$ cat config.mk
export PLATFORM = sky130hd
export DESIGN_NAME = decryption_dispatch
export DESIGN_NICKNAME = d
export VERILOG_FILES = /design/src/rtl/decryption_pkg.sv /design/src/rtl/decryption_dispatch_fifo.sv /design/src/rtl/decryption_dispatch.sv
export SDC_FILE = /design/constraint.sdc
export NUM_CORES = 1
export LEC_CHECK = 0
export ABC_AREA = 1
export CELL_PAD_IN_SITES_DETAIL_PLACEMENT = 0
export CELL_PAD_IN_SITES_GLOBAL_PLACEMENT = 1
export CORE_UTILIZATION = 41
export CTS_BUF_LIST = sky130_fd_sc_hd__clkbuf_2 sky130_fd_sc_hd__clkbuf_4 sky130_fd_sc_hd__clkbuf_8
export DETAILED_ROUTE_END_ITERATION = 10
export GPL_ROUTABILITY_DRIVEN = 0
export PLACE_DENSITY_LB_ADDON = 0.15
export SYNTH_ARGS = -nofsm -noshare
export SYNTH_HDL_FRONTEND = slang
export SYNTH_SLANG_ARGS = --single-unit
$ cat constraint.sdc
create_clock -name clk -period 3.4 [get_ports clk]
set_input_delay 0.85 -clock clk [delete_from_list [all_inputs] [get_ports clk]]
set_output_delay 0.85 -clock clk [all_outputs]
set_load 0.005 [all_outputs]
$ cat src/rtl/decryption_pkg.sv
// Shared constants, FSM state type and width helpers for the decryption dispatch slice.
package decryption_pkg;

  localparam int CH_CAESAR  = 0;
  localparam int CH_SCYTALE = 1;
  localparam int CH_ZIGZAG  = 2;

  typedef enum logic {
    ST_IDLE  = 1'b0,
    ST_SPLIT = 1'b1
  } dispatch_state_t;

  function automatic int beats_per_word(input int mst_w, input int sys_w);
    return mst_w / sys_w;
  endfunction

  function automatic int cnt_width(input int n);
    return (n > 1) ? $clog2(n) : 1;
  endfunction

endpackage

$ cat src/rtl/decryption_dispatch_fifo.sv
// Synchronous FIFO with registered storage; push while full is honoured only alongside a pop.
module decryption_dispatch_fifo
  import decryption_pkg::*;
#(
  parameter int DEPTH = 4,
  parameter int WIDTH = 8
) (
  input  logic                         clk,
  input  logic                         rst_n,
  input  logic                         push,
  input  logic [WIDTH-1:0]             din,
  input  logic                         pop,
  output logic [WIDTH-1:0]             dout,
  output logic                         full,
  output logic                         empty,
  output logic [cnt_width(DEPTH):0]    count
);

  localparam int PTR_W = cnt_width(DEPTH);

  logic [WIDTH-1:0] r_mem [DEPTH];
  logic [PTR_W-1:0] r_wr_ptr;
  logic [PTR_W-1:0] r_rd_ptr;
  logic [PTR_W:0]   r_count;
  logic             w_do_push;
  logic             w_do_pop;

  assign empty     = (r_count == (PTR_W+1)'(0));
  assign full      = (r_count == (PTR_W+1)'(DEPTH));
  assign w_do_pop  = pop & ~empty;
  assign w_do_push = push & (~full | w_do_pop);
  assign count     = r_count;
  assign dout      = empty ? {WIDTH{1'b0}} : r_mem[r_rd_ptr];

  // Pointer and occupancy bookkeeping; pointers wrap because DEPTH is a power of two.
  always_ff @(posedge clk or negedge rst_n) begin
    if (!rst_n) begin
      r_wr_ptr <= {PTR_W{1'b0}};
      r_rd_ptr <= {PTR_W{1'b0}};
      r_count  <= {(PTR_W+1){1'b0}};
    end else begin
      if (w_do_push) r_wr_ptr <= r_wr_ptr + PTR_W'(1);
      if (w_do_pop)  r_rd_ptr <= r_rd_ptr + PTR_W'(1);
      case ({w_do_push, w_do_pop})
        2'b10:   r_count <= r_count + (PTR_W+1)'(1);
        2'b01:   r_count <= r_count - (PTR_W+1)'(1);
        default: r_count <= r_count;
      endcase
    end
  end

  // Storage array.
  always_ff @(posedge clk or negedge rst_n) begin
    if (!rst_n) begin
      for (int i = 0; i < DEPTH; i++) r_mem[i] <= {WIDTH{1'b0}};
    end else if (w_do_push) begin
      r_mem[r_wr_ptr] <= din;
    end
  end

endmodule

$ cat src/rtl/decryption_dispatch.sv
// Splits a word into beats for the selected decryption engine and merges its results into a FIFO.
// Optional DECRYPTION_DISPATCH_BYPASS_EN: select==NUM_CH routes beats straight into the FIFO.
module decryption_dispatch
  import decryption_pkg::*;
#(
  parameter int MST_DWIDTH = 32,
  parameter int SYS_DWIDTH = 8,
  parameter int NUM_CH     = 3,
  parameter int FIFO_DEPTH = 4
) (
  input  logic                         clk,
  input  logic                         rst_n,
  input  logic [$clog2(NUM_CH+1)-1:0]  select,
  input  logic [MST_DWIDTH-1:0]        data_i,
  input  logic                         valid_i,
  output logic                         busy,
  output logic [NUM_CH*SYS_DWIDTH-1:0] eng_data_o,
  output logic [NUM_CH-1:0]            eng_valid_o,
  input  logic [NUM_CH-1:0]            eng_busy_i,
  input  logic [NUM_CH*SYS_DWIDTH-1:0] eng_data_i,
  input  logic [NUM_CH-1:0]            eng_valid_i,
  output logic [SYS_DWIDTH-1:0]        data_o,
  output logic                         valid_o,
  input  logic                         ready_i,
  output logic                         overflow
);

  localparam int SEL_W = $clog2(NUM_CH+1);
  localparam int BEATS = beats_per_word(MST_DWIDTH, SYS_DWIDTH);
  localparam int CNT_W = cnt_width(BEATS);
  localparam int FCW   = cnt_width(FIFO_DEPTH) + 1;

  dispatch_state_t             r_state;
  logic [MST_DWIDTH-1:0]       r_shift;
  logic [SEL_W-1:0]            r_act_sel;
  logic [CNT_W-1:0]            r_beat_cnt;
  logic [NUM_CH*SYS_DWIDTH-1:0] r_eng_data;
  logic [NUM_CH-1:0]           r_eng_valid;
  logic                        r_overflow;

  logic [NUM_CH-1:0]           w_sel_oh;
  logic                        w_sel_busy;
  logic                        w_merge_push;
  logic [SYS_DWIDTH-1:0]       w_merge_data;
  logic [SYS_DWIDTH-1:0]       w_top_beat;
  logic                        w_is_bypass;
  logic                        w_bad_sel;
  logic                        w_accept;
  logic                        w_beat_ok;
  logic                        w_fifo_push;
  logic [SYS_DWIDTH-1:0]       w_fifo_din;
  logic                        w_fifo_full;
  logic                        w_fifo_empty;
  logic [FCW-1:0]              w_fifo_count;
  logic                        w_drop;

`ifdef DECRYPTION_DISPATCH_BYPASS_EN
  assign w_is_bypass = (r_act_sel == SEL_W'(NUM_CH));
  assign w_bad_sel   = (32'(select) > NUM_CH);
`else
  assign w_is_bypass = 1'b0;
  assign w_bad_sel   = (32'(select) >= NUM_CH);
`endif

  // Decode the active channel and gather its busy, strobe and result byte without indexing out of range.
  always_comb begin
    w_sel_busy   = 1'b0;
    w_merge_push = 1'b0;
    w_merge_data = {SYS_DWIDTH{1'b0}};
    for (int k = 0; k < NUM_CH; k++) begin
      w_sel_oh[k]  = (r_act_sel == SEL_W'(k));
      w_sel_busy   = w_sel_busy   | (eng_busy_i[k]  & w_sel_oh[k]);
      w_merge_push = w_merge_push | (eng_valid_i[k] & w_sel_oh[k]);
      w_merge_data = w_merge_data | (eng_data_i[k*SYS_DWIDTH +: SYS_DWIDTH] & {SYS_DWIDTH{w_sel_oh[k]}});
    end
  end

  assign busy        = (r_state != ST_IDLE) | (|eng_busy_i);
  assign w_accept    = valid_i & ~busy;
  assign w_top_beat  = r_shift[MST_DWIDTH-1 -: SYS_DWIDTH];
  assign w_beat_ok   = (r_state == ST_SPLIT) &
                       (w_is_bypass ? (w_fifo_count != FCW'(FIFO_DEPTH)) : ~w_sel_busy);
  assign w_fifo_push = w_merge_push | (w_beat_ok & w_is_bypass);
  assign w_fifo_din  = w_is_bypass ? w_top_beat : w_merge_data;
  assign w_drop      = w_merge_push & w_fifo_full & ~(ready_i & ~w_fifo_empty);

  // Split FSM: latch on accept, then issue one beat per non-stalled cycle, MSB first.
  always_ff @(posedge clk or negedge rst_n) begin
    if (!rst_n) begin
      r_state     <= ST_IDLE;
      r_shift     <= {MST_DWIDTH{1'b0}};
      r_act_sel   <= {SEL_W{1'b0}};
      r_beat_cnt  <= {CNT_W{1'b0}};
      r_eng_data  <= {(NUM_CH*SYS_DWIDTH){1'b0}};
      r_eng_valid <= {NUM_CH{1'b0}};
    end else begin
      case (r_state)
        ST_IDLE: begin
          r_eng_valid <= {NUM_CH{1'b0}};
          if (w_accept && !w_bad_sel) begin
            r_shift    <= data_i;
            r_act_sel  <= select;
            r_beat_cnt <= {CNT_W{1'b0}};
            r_state    <= ST_SPLIT;
          end
        end
        ST_SPLIT: begin
          if (w_beat_ok) begin
            r_eng_valid <= w_sel_oh;
            for (int k = 0; k < NUM_CH; k++) begin
              if (w_sel_oh[k]) r_eng_data[k*SYS_DWIDTH +: SYS_DWIDTH] <= w_top_beat;
            end
            r_shift    <= r_shift << SYS_DWIDTH;
            r_beat_cnt <= r_beat_cnt + CNT_W'(1);
            if (r_beat_cnt == CNT_W'(BEATS-1)) r_state <= ST_IDLE;
          end else begin
            r_eng_valid <= {NUM_CH{1'b0}};
          end
        end
        default: begin
          r_state     <= ST_IDLE;
          r_eng_valid <= {NUM_CH{1'b0}};
        end
      endcase
    end
  end

  // Sticky overflow: a result byte lost to a full FIFO, or a word rejected for an invalid select.
  always_ff @(posedge clk or negedge rst_n) begin
    if (!rst_n) begin
      r_overflow <= 1'b0;
    end else if (w_drop || (w_accept && w_bad_sel)) begin
      r_overflow <= 1'b1;
    end
  end

  decryption_dispatch_fifo #(
    .DEPTH (FIFO_DEPTH),
    .WIDTH (SYS_DWIDTH)
  ) u_fifo (
    .clk   (clk),
    .rst_n (rst_n),
    .push  (w_fifo_push),
    .din   (w_fifo_din),
    .pop   (ready_i),
    .dout  (data_o),
    .full  (w_fifo_full),
    .empty (w_fifo_empty),
    .count (w_fifo_count)
  );

  assign valid_o     = ~w_fifo_empty;
  assign eng_data_o  = r_eng_data;
  assign eng_valid_o = r_eng_valid;
  assign overflow    = r_overflow;

endmodule

==> results.yml <==
floorplanning:
  die_x_um: 113
  num_rows: 40
  die-area_mm2: 0.0128
  boundaryPins: 106
  chipHeight_um: 113
  core_area_mm2: 0.0120
  floorplan.initialDensity: 0.422
synth:
  yosysMostFrequentCell: "nand2_1"
  synth_top_family_by_area: "simple AND/OR/NAND/NOR gates"
  ys_ff_latch: 104
  synth_cells: 656
  synth_common_cells: "nand2_1 (315), dfrtp_1 (104), inv_1 (47)"
  synth_edf_count: 0
  synth_flop_cell: "dfrtp_1"
  yosys.area.top_type_share: 0.514
  avgSynthCellArea_um2: 7.72
  ys_seq_area_frac: 0.514
  synth_adder_area_share: 0.0163
  yosys-mux-area-fraction: 0
  syn_area_mm2: 0.00507
  yosys.area_share.simple: 0.311
  ys_warn_count: 0
  synth_xor_area_frac: 0.00346
  async_flop_share: 1.00
  synth_compound_area_frac: 0.0857
  synth_top_cell_by_area: "dfrtp_1"
  ys_types: 28
  synthTopCellsByArea: "dfrtp_1 (51%), nand2_1 (23%), o21ai_0 (4.5%), nand3_1 (3.8%), inv_1 (3.5%)"
  synth_nets: 730
global_route:
  track_usage: 0.206
  antenna_found_initial: 0
  grt_pass1_vias: 4126
  grt-ovfl-total: 0
  grt_pass1_wl_mm: 20.6
  grt_max_degree: 54
timing:
  max_freq_ghz: 0.338
  setup_tns_ns: 0
  rsz0062_at_grt: "no"
  period_needed_ns: 2.96
  slew_violations: 0
  hold_viol: 0
  timing.final.crit_share: 0.871
  slew_headroom: 0.493
  setup_slack_ns: 0.440
  tightestPinTransition_ns: 0.759
  setup_viol: 0
  clock_skew_ns: 0.0148
finish:
  drive_above_1_share: 0.0608
  instances_no_fill: 903
  diodes: 0
  multi_input_area_mm2: 0.00211
  n_fill_cell: 1172
  syn2layout_area_growth_pct: 26.5
  area.sequential_mm2: 0.00260
  nets: 825
  final_cell_area_mm2: 0.00641
route:
  drc_errors: 0
  drt-initial-drc-count: 270
  drt-pass1-iter-count: 4
  antenna_left: 0
  vias: 4436
  routed_wl_mm: 12.3
  vias_per_cell: 4.91
  wl_per_cell_um: 13.6
setup_path:
  cp.required_ns: 2.55
  cp_data_arrival_time_ns: 2.11
  slowest_stage: "clkdlybuf4s50_1"
  slowest_delay_ns: 0.56
  startpoint_type: "flop"
  cp-end-kind: "primary output"
  path_max_fanout: 17
  crit_chain: "inv_1 -> o21ai_0 -> a21oi_1 -> clkdlybuf4s50_1"
  timing_worst_setup_path_type: "flop to primary output"
place:
  io_buffers: 105
  post_dp_cell_area_mm2: 0.00620
  dp_slack_ns: 0.527
  hpwl_mm: 8.37
  numPlacedInstances: 887
clocking:
  cts_buffer_depth: 2
  root_buffer: "clkbuf_8"
  insertion_delay_ns: 0.37
  cts.clk_slew.worst_paths_ns: 0.10
  numCtsBuffers: 9
  cts_resized: 0
  cts_tree: "built"
  cts_hold_buf: 0
  htreeDepth: 3
  cts.sinks: 104
  post-cts-setup-buffers: 0
pwr:
  total_power_mw: 5.62
  p_leak_nw: 3.30
  p_per_area_mw_per_mm2: 877
  peakVddDrop_mv: 0.437
outcome:
  status: "completed"
worst_hold_path:
  hp-class: "flop to flop"
run:
  maxCapViolations: 0
==> final timing paths <==
path	from	end	slack, ns	cells past startpoint
setup / recovery	u_fifo.r_rd_ptr[0]	data_o[1]	0.44	4
hold / removal	eng_data_o[10]	eng_data_o[10]	0.48	2
setup reg to reg	r_act_sel[1]	u_fifo.count[1]	1.10	9
hold reg to reg	eng_data_o[10]	eng_data_o[10]	0.48	2
max in group asynchronous	rst_n	u_fifo.r_mem[18]	2.16	2
min in group asynchronous	rst_n	eng_valid_o[1]	0.51	1
==> per-stage QoR <==
stage	hold WS, ns	util
after floorplan	0.441	-
after global placement	0.454	0.516
after detailed placement	0.459	0.516
after CTS	0.484	0.534
after global routing	0.506	0.534
final	0.476	0.534
==> worst max-delay path, delay by kind of cell, from the launching register on <==
family                 cells  cell delay, ns
DFF                        1            0.39
buffers and inverters      2            0.93
AOI/OAI and AO/OA          2            0.42
==> routing by layer <==
metal	share of wire	vias to the layer above	wire, µm	GRT usage
met5	0	-	0	0
met4	0.018	0	221	0.0833
met3	0.043	15	535	0.0284
met2	0.45	105	5560	0.313
met1	0.49	2089	5980	0.298
li1	-	2227	-	-
==> layout make-up <==
class                   instances  area share
repair buffers                110       0.171
multi-input cells             473       0.330
flip-flops and latches        104       0.406
inverters                      53      0.0312
clock inverters                 4     0.00820
well taps                     147      0.0287
clock buffers                  12      0.0248
==> kinds of logic after synthesis <==
group                    after synthesis
XOR/XNOR                               2
buffers and inverters                 79
flip-flops                           104
AND/OR/NAND/NOR                      383
adder cells (fa/ha/maj)                6
AO/OA/AOI/OAI                         82
==> registers in the layout (all words and copies together), names as in the netlist <==
name             cells
eng_data_o          24
eng_valid_o          3
overflow             1
r_act_sel            2
r_beat_cnt           2
r_shift             32
r_state              1
u_fifo.count         3
u_fifo.r_mem        32
u_fifo.r_rd_ptr      2
u_fifo.r_wr_ptr      2
==> cells in the final DEF (no fill, tap or decap), drive strengths merged <==
cell type      count
nand4              1
nand2            321
a21oi             27
xor2               2
ha                 5
bufinv             1
clkinv             4
o21ai             53
inv               52
a31oi              1
fa                 1
o22ai              1
clkbuf            12
nand3             39
nor2              22
buf                6
clkdlybuf4s50    104
dfrtp            104
==> where the power goes <==
group | internal [mW] | leakage, nW | switching, mW
clock | 0.391 | 0.110 | 0.423
combinational | 1.06 | 1.87 | 1.69
sequential | 1.77 | 1.32 | 0.297
Note: power is estimated with default switching activity, not from simulation.
